`src/rtl/cnn16_pkg.sv`:
```
// Shared definitions for the cnn16 RAM arbiter slice: default RAM geometry,
// arbiter state encoding and a pointer-width helper.
package cnn16_pkg;

    localparam int CNN16_DATA_WIDTH = 16;
    localparam int CNN16_ADDR_WIDTH = 12;

    // INIT exists only in builds that clear the RAM after reset
    typedef enum logic [1:0] {
        ST_INIT = 2'd0,
        ST_ARB  = 2'd1,
        ST_LOCK = 2'd2
    } arb_state_t;

    // Width of a requester index; never narrower than one bit
    function automatic int ptr_width(input int n);
        return (n > 2) ? $clog2(n) : 1;
    endfunction

endpackage

```
`src/rtl/cnn16_rr_pick.sv`:
```
// Combinational round-robin picker: grants the first valid requester at or
// after rr_ptr, searching upward and wrapping at NUM_REQ. One-hot output.
module cnn16_rr_pick #(
    parameter int NUM_REQ = 3,
    parameter int PTR_W   = 2
) (
    input  logic [NUM_REQ-1:0] valid,
    input  logic [PTR_W-1:0]   rr_ptr,
    output logic [NUM_REQ-1:0] grant
);

    int   idx;
    logic found;

    // Walk the requesters starting at rr_ptr; the first valid one wins
    always_comb begin
        grant = '0;
        found = 1'b0;
        idx   = 0;
        for (int k = 0; k < NUM_REQ; k++) begin
            idx = (int'(rr_ptr) + k) % NUM_REQ;
            if (!found && valid[idx]) begin
                grant[idx] = 1'b1;
                found      = 1'b1;
            end
        end
    end

endmodule

```
`src/rtl/cnn16_ram_arb.sv`:
```
// Multi-requester arbiter in front of a single-port RAM with 1-cycle read
// latency. Round-robin arbitration with optional grant locking; read responses
// are tagged per requester one cycle after the transfer.
// Optional feature: define CNN16_RAM_CLEAR_EN to zero the whole RAM after reset
// (INIT state, init_busy high while clearing).
module cnn16_ram_arb
    import cnn16_pkg::*;
#(
    parameter int DATA_WIDTH = CNN16_DATA_WIDTH,
    parameter int ADDR_WIDTH = CNN16_ADDR_WIDTH,
    parameter int NUM_REQ    = 3
) (
    input  logic                          clk,
    input  logic                          rst,
    input  logic [NUM_REQ-1:0]            req_valid,
    input  logic [NUM_REQ-1:0]            req_write,
    input  logic [NUM_REQ-1:0]            req_lock,
    input  logic [NUM_REQ*ADDR_WIDTH-1:0] req_addr,
    input  logic [NUM_REQ*DATA_WIDTH-1:0] req_wdata,
    output logic [NUM_REQ-1:0]            req_ready,
    output logic [NUM_REQ-1:0]            rsp_valid,
    output logic [DATA_WIDTH-1:0]         rsp_rdata,
    output logic                          init_busy,
    output logic                          mem_write,
    output logic [ADDR_WIDTH-1:0]         address,
    output logic [DATA_WIDTH-1:0]         data_in,
    input  logic [DATA_WIDTH-1:0]         data_out
);

    localparam int PTR_W = ptr_width(NUM_REQ);
    localparam logic [PTR_W-1:0] LAST_REQ = PTR_W'(NUM_REQ - 1);

    arb_state_t             state_reg;
    logic [PTR_W-1:0]       rr_ptr_reg;
    logic [PTR_W-1:0]       owner_reg;
    logic [NUM_REQ-1:0]     rsp_valid_reg;
`ifdef CNN16_RAM_CLEAR_EN
    logic [ADDR_WIDTH-1:0]  clr_cnt_reg;
`endif

    logic [NUM_REQ-1:0]     rr_grant;
    logic [NUM_REQ-1:0]     grant;
    logic [PTR_W-1:0]       gnt_idx;
    logic [PTR_W-1:0]       ptr_next;
    logic                   xfer;

    logic [ADDR_WIDTH-1:0]  addr_arr  [NUM_REQ];
    logic [DATA_WIDTH-1:0]  wdata_arr [NUM_REQ];

    // Unpack the per-requester address and write-data slices
    genvar gi;
    generate
        for (gi = 0; gi < NUM_REQ; gi++) begin : g_unpack
            assign addr_arr[gi]  = req_addr[gi*ADDR_WIDTH +: ADDR_WIDTH];
            assign wdata_arr[gi] = req_wdata[gi*DATA_WIDTH +: DATA_WIDTH];
        end
    endgenerate

    cnn16_rr_pick #(
        .NUM_REQ (NUM_REQ),
        .PTR_W   (PTR_W)
    ) u_rr_pick (
        .valid  (req_valid),
        .rr_ptr (rr_ptr_reg),
        .grant  (rr_grant)
    );

    // Ready: round-robin in ARB, owner only in LOCK, nobody in INIT or reset
    always_comb begin
        grant = '0;
        if (!rst) begin
            case (state_reg)
                ST_ARB:  grant = rr_grant;
                ST_LOCK: grant = req_valid & ({{(NUM_REQ-1){1'b0}}, 1'b1} << owner_reg);
                default: grant = '0;
            endcase
        end
    end

    assign req_ready = grant;
    assign xfer      = |grant;

    // One-hot grant to requester index, plus the round-robin successor
    always_comb begin
        gnt_idx = '0;
        for (int i = 0; i < NUM_REQ; i++) begin
            if (grant[i]) gnt_idx = PTR_W'(i);
        end
        ptr_next = (gnt_idx == LAST_REQ) ? '0 : gnt_idx + 1'b1;
    end

    // RAM command: clear sweep during INIT, otherwise the granted requester
    always_comb begin
        mem_write = 1'b0;
        address   = '0;
        data_in   = '0;
        if (!rst) begin
`ifdef CNN16_RAM_CLEAR_EN
            if (state_reg == ST_INIT) begin
                mem_write = 1'b1;
                address   = clr_cnt_reg;
            end else
`endif
            if (xfer) begin
                mem_write = req_write[gnt_idx];
                address   = addr_arr[gnt_idx];
                data_in   = wdata_arr[gnt_idx];
            end
        end
    end

    // Arbitration state, lock ownership, clear sweep and response tagging
    always_ff @(posedge clk) begin
        if (rst) begin
`ifdef CNN16_RAM_CLEAR_EN
            state_reg   <= ST_INIT;
            clr_cnt_reg <= '0;
`else
            state_reg   <= ST_ARB;
`endif
            rr_ptr_reg    <= '0;
            owner_reg     <= '0;
            rsp_valid_reg <= '0;
        end else begin
            rsp_valid_reg <= (xfer && !req_write[gnt_idx]) ? grant : '0;
            case (state_reg)
`ifdef CNN16_RAM_CLEAR_EN
                ST_INIT: begin
                    clr_cnt_reg <= clr_cnt_reg + 1'b1;
                    if (&clr_cnt_reg) state_reg <= ST_ARB;
                end
`endif
                ST_ARB: begin
                    if (xfer) begin
                        if (req_lock[gnt_idx]) begin
                            state_reg <= ST_LOCK;
                            owner_reg <= gnt_idx;
                        end else begin
                            rr_ptr_reg <= ptr_next;
                        end
                    end
                end
                ST_LOCK: begin
                    if (xfer && !req_lock[gnt_idx]) begin
                        state_reg  <= ST_ARB;
                        rr_ptr_reg <= ptr_next;
                    end
                end
                default: state_reg <= ST_ARB;
            endcase
        end
    end

    assign rsp_valid = rsp_valid_reg;
    assign rsp_rdata = data_out;

`ifdef CNN16_RAM_CLEAR_EN
    assign init_busy = (state_reg == ST_INIT);
`else
    assign init_busy = 1'b0;
`endif

endmodule

```
`config.mk`:
```
export PLATFORM = sky130hd
export DESIGN_NAME = cnn16_ram_arb
export DESIGN_NICKNAME = d
export VERILOG_FILES = /design/src/rtl/cnn16_pkg.sv /design/src/rtl/cnn16_rr_pick.sv /design/src/rtl/cnn16_ram_arb.sv
export SDC_FILE = /design/constraint.sdc
export NUM_CORES = 1
export LEC_CHECK = 0
export ABC_AREA = 1
export CORE_ASPECT_RATIO = 0.5
export CORE_MARGIN = 3
export CORE_UTILIZATION = 30
export DETAILED_ROUTE_END_ITERATION = 10
export GPL_TIMING_DRIVEN = 0
export PLACE_DENSITY = 0.8
export SYNTH_ARGS = -nofsm -noshare
export SYNTH_HDL_FRONTEND = slang
export SYNTH_SLANG_ARGS = --single-unit
```
`constraint.sdc`:
```
create_clock -name clk -period 3.05 [get_ports clk]
set_input_delay 0.61 -clock clk [delete_from_list [all_inputs] [get_ports clk]]
set_output_delay 0.61 -clock clk [all_outputs]
set_load 0.05 [all_outputs]
```
==> run_results.csv <==
group,metric,value,unit
outcome,status,"finished with violations",
outcome,violations,"negative setup slack",
global_routing,overflow,0,
hold_path,min_path_type,"flip-flop to flip-flop",
setup_path,endpoint_kind,"output port",
sta,fin_crit,3370,ps
global_routing,grt_pass1_wl,11.6,mm
layout,fill_cells,348,
clock_tree,numCtsBuffers,3,
pwr,leakage,0.00203,uW
setup_path,critical_path.top_delay_family,"simple AND/OR/NAND/NOR gates",
routing,drc_errors,0,
floorplanning,boundaryPins,163,
logic_synthesis,synthSimpleGateAreaFrac,44.2,%
logic_synthesis,yosys.area_share.adder,4.50,%
logic_synthesis,synth_top_family_by_area,"simple AND/OR/NAND/NOR gates",
logic_synthesis,synth-xor-area-share,0,%
logic_synthesis,synth.avg_cell_area,5.50,um2
clock_tree,clock_latency,240,ps
setup_path,ff2ff_setup_slack,510,ps
pwr,powerDensity,1140,nW/um2
floorplanning,placementRows,18,
logic_synthesis,yosysWarningCount,0,
logic_synthesis,synth_compound_area_share,14.6,%
layout,register_area,188,um2
layout,utilization,78.0,%
sta,finalHoldViolCount,0,
setup_path,crit_buf_inv,5,
clock_tree,clk_pin_slew,50,ps
floorplanning,core_area,5130,um2
clock_tree,cts.sinks,9,
sta,finClkSkew,3.94,ps
placement,dp.final_hpwl,5.28,mm
logic_synthesis,synth_seq_cells,9,
setup_path,path_class,"primary input to output port",
setup_path,slowest_stage,"or2_1",
layout,largest_reg_flops,3,
sta,fin_ws,-320,ps
pwr,irDropWorstVdd,0.000909,V
global_routing,grt_util_all_layers,21.7,%
logic_synthesis,synth_cell_types,29,
clock_tree,cts-root-buf,"clkbuf_8",
logic_synthesis,ys_seq_area_share,10.8,%
setup_path,startpoint_type,"primary input",
clock_tree,cts_tree,"done",
routing,vias,2714,
sta,fmax,297,MHz
layout,nets,606,
setup_path,crit_fanout,6,
routing,drt-pass1-iter-count,4,
setup_path,cpPeakStageDelay,280,ps
sta,tightest_slew,545,ps
layout,final_common_cell,"clkdlybuf4s50_1",
sta,maxSlewHeadroom,63.6,%
layout,mostFrequentLayoutCells,"110 x clkdlybuf4s50_1, 74 x nand2_1, 45 x buf_4",
setup_path,worstPathCellList,"clkdlybuf4s15_1, nand2_2, nand3_4, nand2_4, buf_4, nand3_2, nand3_2, nand2_2, a21oi_4, buf_6, inv_4, nand2_4, o22ai_1, or2_1, a31oi_4, buf_6",
logic_synthesis,syn_nets,420,
layout,n_antenna_cell,0,
floorplanning,fp.dieW,111,um
routing,detail-route-antenna-nets,0,
floorplanning,start_util,32.5,%
pwr,power,4560,uW
logic_synthesis,synthMuxAreaShare,0,%
clock_tree,cts_max_level,1,
floorplanning,chipHeight,58.7,um
clock_tree,clockBufferDepth,2,
setup_path,crit_arrival,2760,ps
job,max-cap-violations,0,
placement,gp_congestion,0.805,
logic_synthesis,syn_area,1670,um2
logic_synthesis,synthCells,303,
global_routing,antenna_found_initial,0,
layout,area_growth,140,%
global_routing,grt_pass1_vias,2480,
routing,drtIter0Drc,150,
routing,drt-vias-per-instance,4.86,
sta,setup_violations,30,
setup_path,required,2440,ps
sta,slew_violations,0,
layout,multi_input_area,1320,um2
placement,port_buffers,145,
global_routing,grt_max_degree,11,
sta,rsz0062_at_grt,"true",
sta,fin_crit_sh,111,%
layout,layout-drive-gt1-share,35.0,%
routing,routed_wl,8.14,mm
floorplanning,die_area,6540,um2
routing,wl_per_cell,14.6,um
==> worst reg2reg max path, delay by kind of cell, from the launching register on <==
family | cells | cell delay [ps]
DFF | 1 | 350
buffers and inverters | 5 | 570
adders and majority gates | 1 | 180
and+or+nand+nor | 9 | 990
AOI/OAI and AO/OA | 2 | 360
==> metrics by stage <==
step	setup TNS [ps]	cell area [um2]	cells	worst slack, ps	hold slack, ps
after floorplan	0	1680	303	46.4	445
after global placement	-34200	3220	518	-1160	460
after detailed placement	-34420	3220	518	-1190	477
after CTS	-3400	3800	549	-172	485
after global routing	-10090	4000	558	-418	530
final	-6740	4000	558	-320	494
==> cells in the mapped netlist <==
master / instances / area share, %
ha_1: 6 / 4.5
nand3b_1: 1 / 0.45
o211ai_2: 1 / 0.75
nand4_1: 2 / 0.75
or2_0: 1 / 0.38
o21ai_0: 2 / 0.60
nor4_1: 1 / 0.38
dfxtp_1: 9 / 11
nor2_4: 1 / 0.68
buf_2: 5 / 1.5
o211ai_1: 19 / 8.6
a21oi_1: 7 / 2.1
o21ai_1: 3 / 0.90
buf_6: 3 / 2.0
nand2_1: 96 / 22
a31oi_1: 1 / 0.38
or2_1: 1 / 0.38
clkbuf_1: 3 / 0.68
nand3_1: 50 / 15
nand2_2: 2 / 0.75
buf_1: 1 / 0.23
inv_2: 6 / 1.4
buf_4: 21 / 9.5
o22ai_1: 1 / 0.38
nand3_2: 3 / 1.8
nor2_1: 9 / 2.0
a21oi_4: 1 / 0.98
inv_1: 46 / 10
conb_1: 1 / 0.23
==> final cells by class <==
cell class,instances,area share (%)
Clock buffer,3,1.03
Clock inverter,1,0.125
Timing Repair Buffer,182,46.3
Sequential cell,9,4.69
Multi-Input combinational cell,209,32.9
Inverter,52,5.19
Buffer,32,7.50
Tap cell,70,2.19
==> cell families after synthesis <==
logic type                 after synthesis
AOI/OAI and AO/OA                       35
DFF                                      9
adders and majority gates                6
buffers and inverters                   85
and+or+nand+nor                        167
other                                    1
==> final timing paths <==
| kind | start | to | depth (start not counted) |
|---|---|---|---|
| max | req_valid[1] | mem_write | 16 |
| min | owner_reg[0] | owner_reg[0] | 2 |
| max reg2reg | rr_ptr_reg[0] | rr_ptr_reg[0] | 17 |
| min reg2reg | owner_reg[0] | owner_reg[0] | 2 |
==> report_power, final <==
group          switching, uW  leakage, uW  total (uW)  internal [uW]
clock                   51.5    0.0000255         141           89.4
sequential              30.6    0.0000748         192            161
combinational           2420      0.00193        4220           1800
total                   2510      0.00203        4560           2050
==> routing by layer <==
| metal | wire (um) | up-vias | global-route usage, % | share of wire [%] |
|---|---|---|---|---|
| li1 | - | 1323 | - | - |
| met1 | 3130 | 1263 | 25.0 | 38 |
| met2 | 4310 | 106 | 42.4 | 53 |
| met3 | 470 | 22 | 3.08 | 5.8 |
| met4 | 227 | 0 | 6.76 | 2.8 |
| met5 | 0 | - | 0 | 0 |
==> repair_timing <==
action	4_1_cts	5_1_grt
setup endpoints to repair	32	31
hold buffers	0	0
endpoints found under the hold margin	0	0
setup buffers	22	12
cloned	5	0
pin swaps	13	17
resized for setup	287	47
No activity file was read; power rests on OpenSTA's default activity.
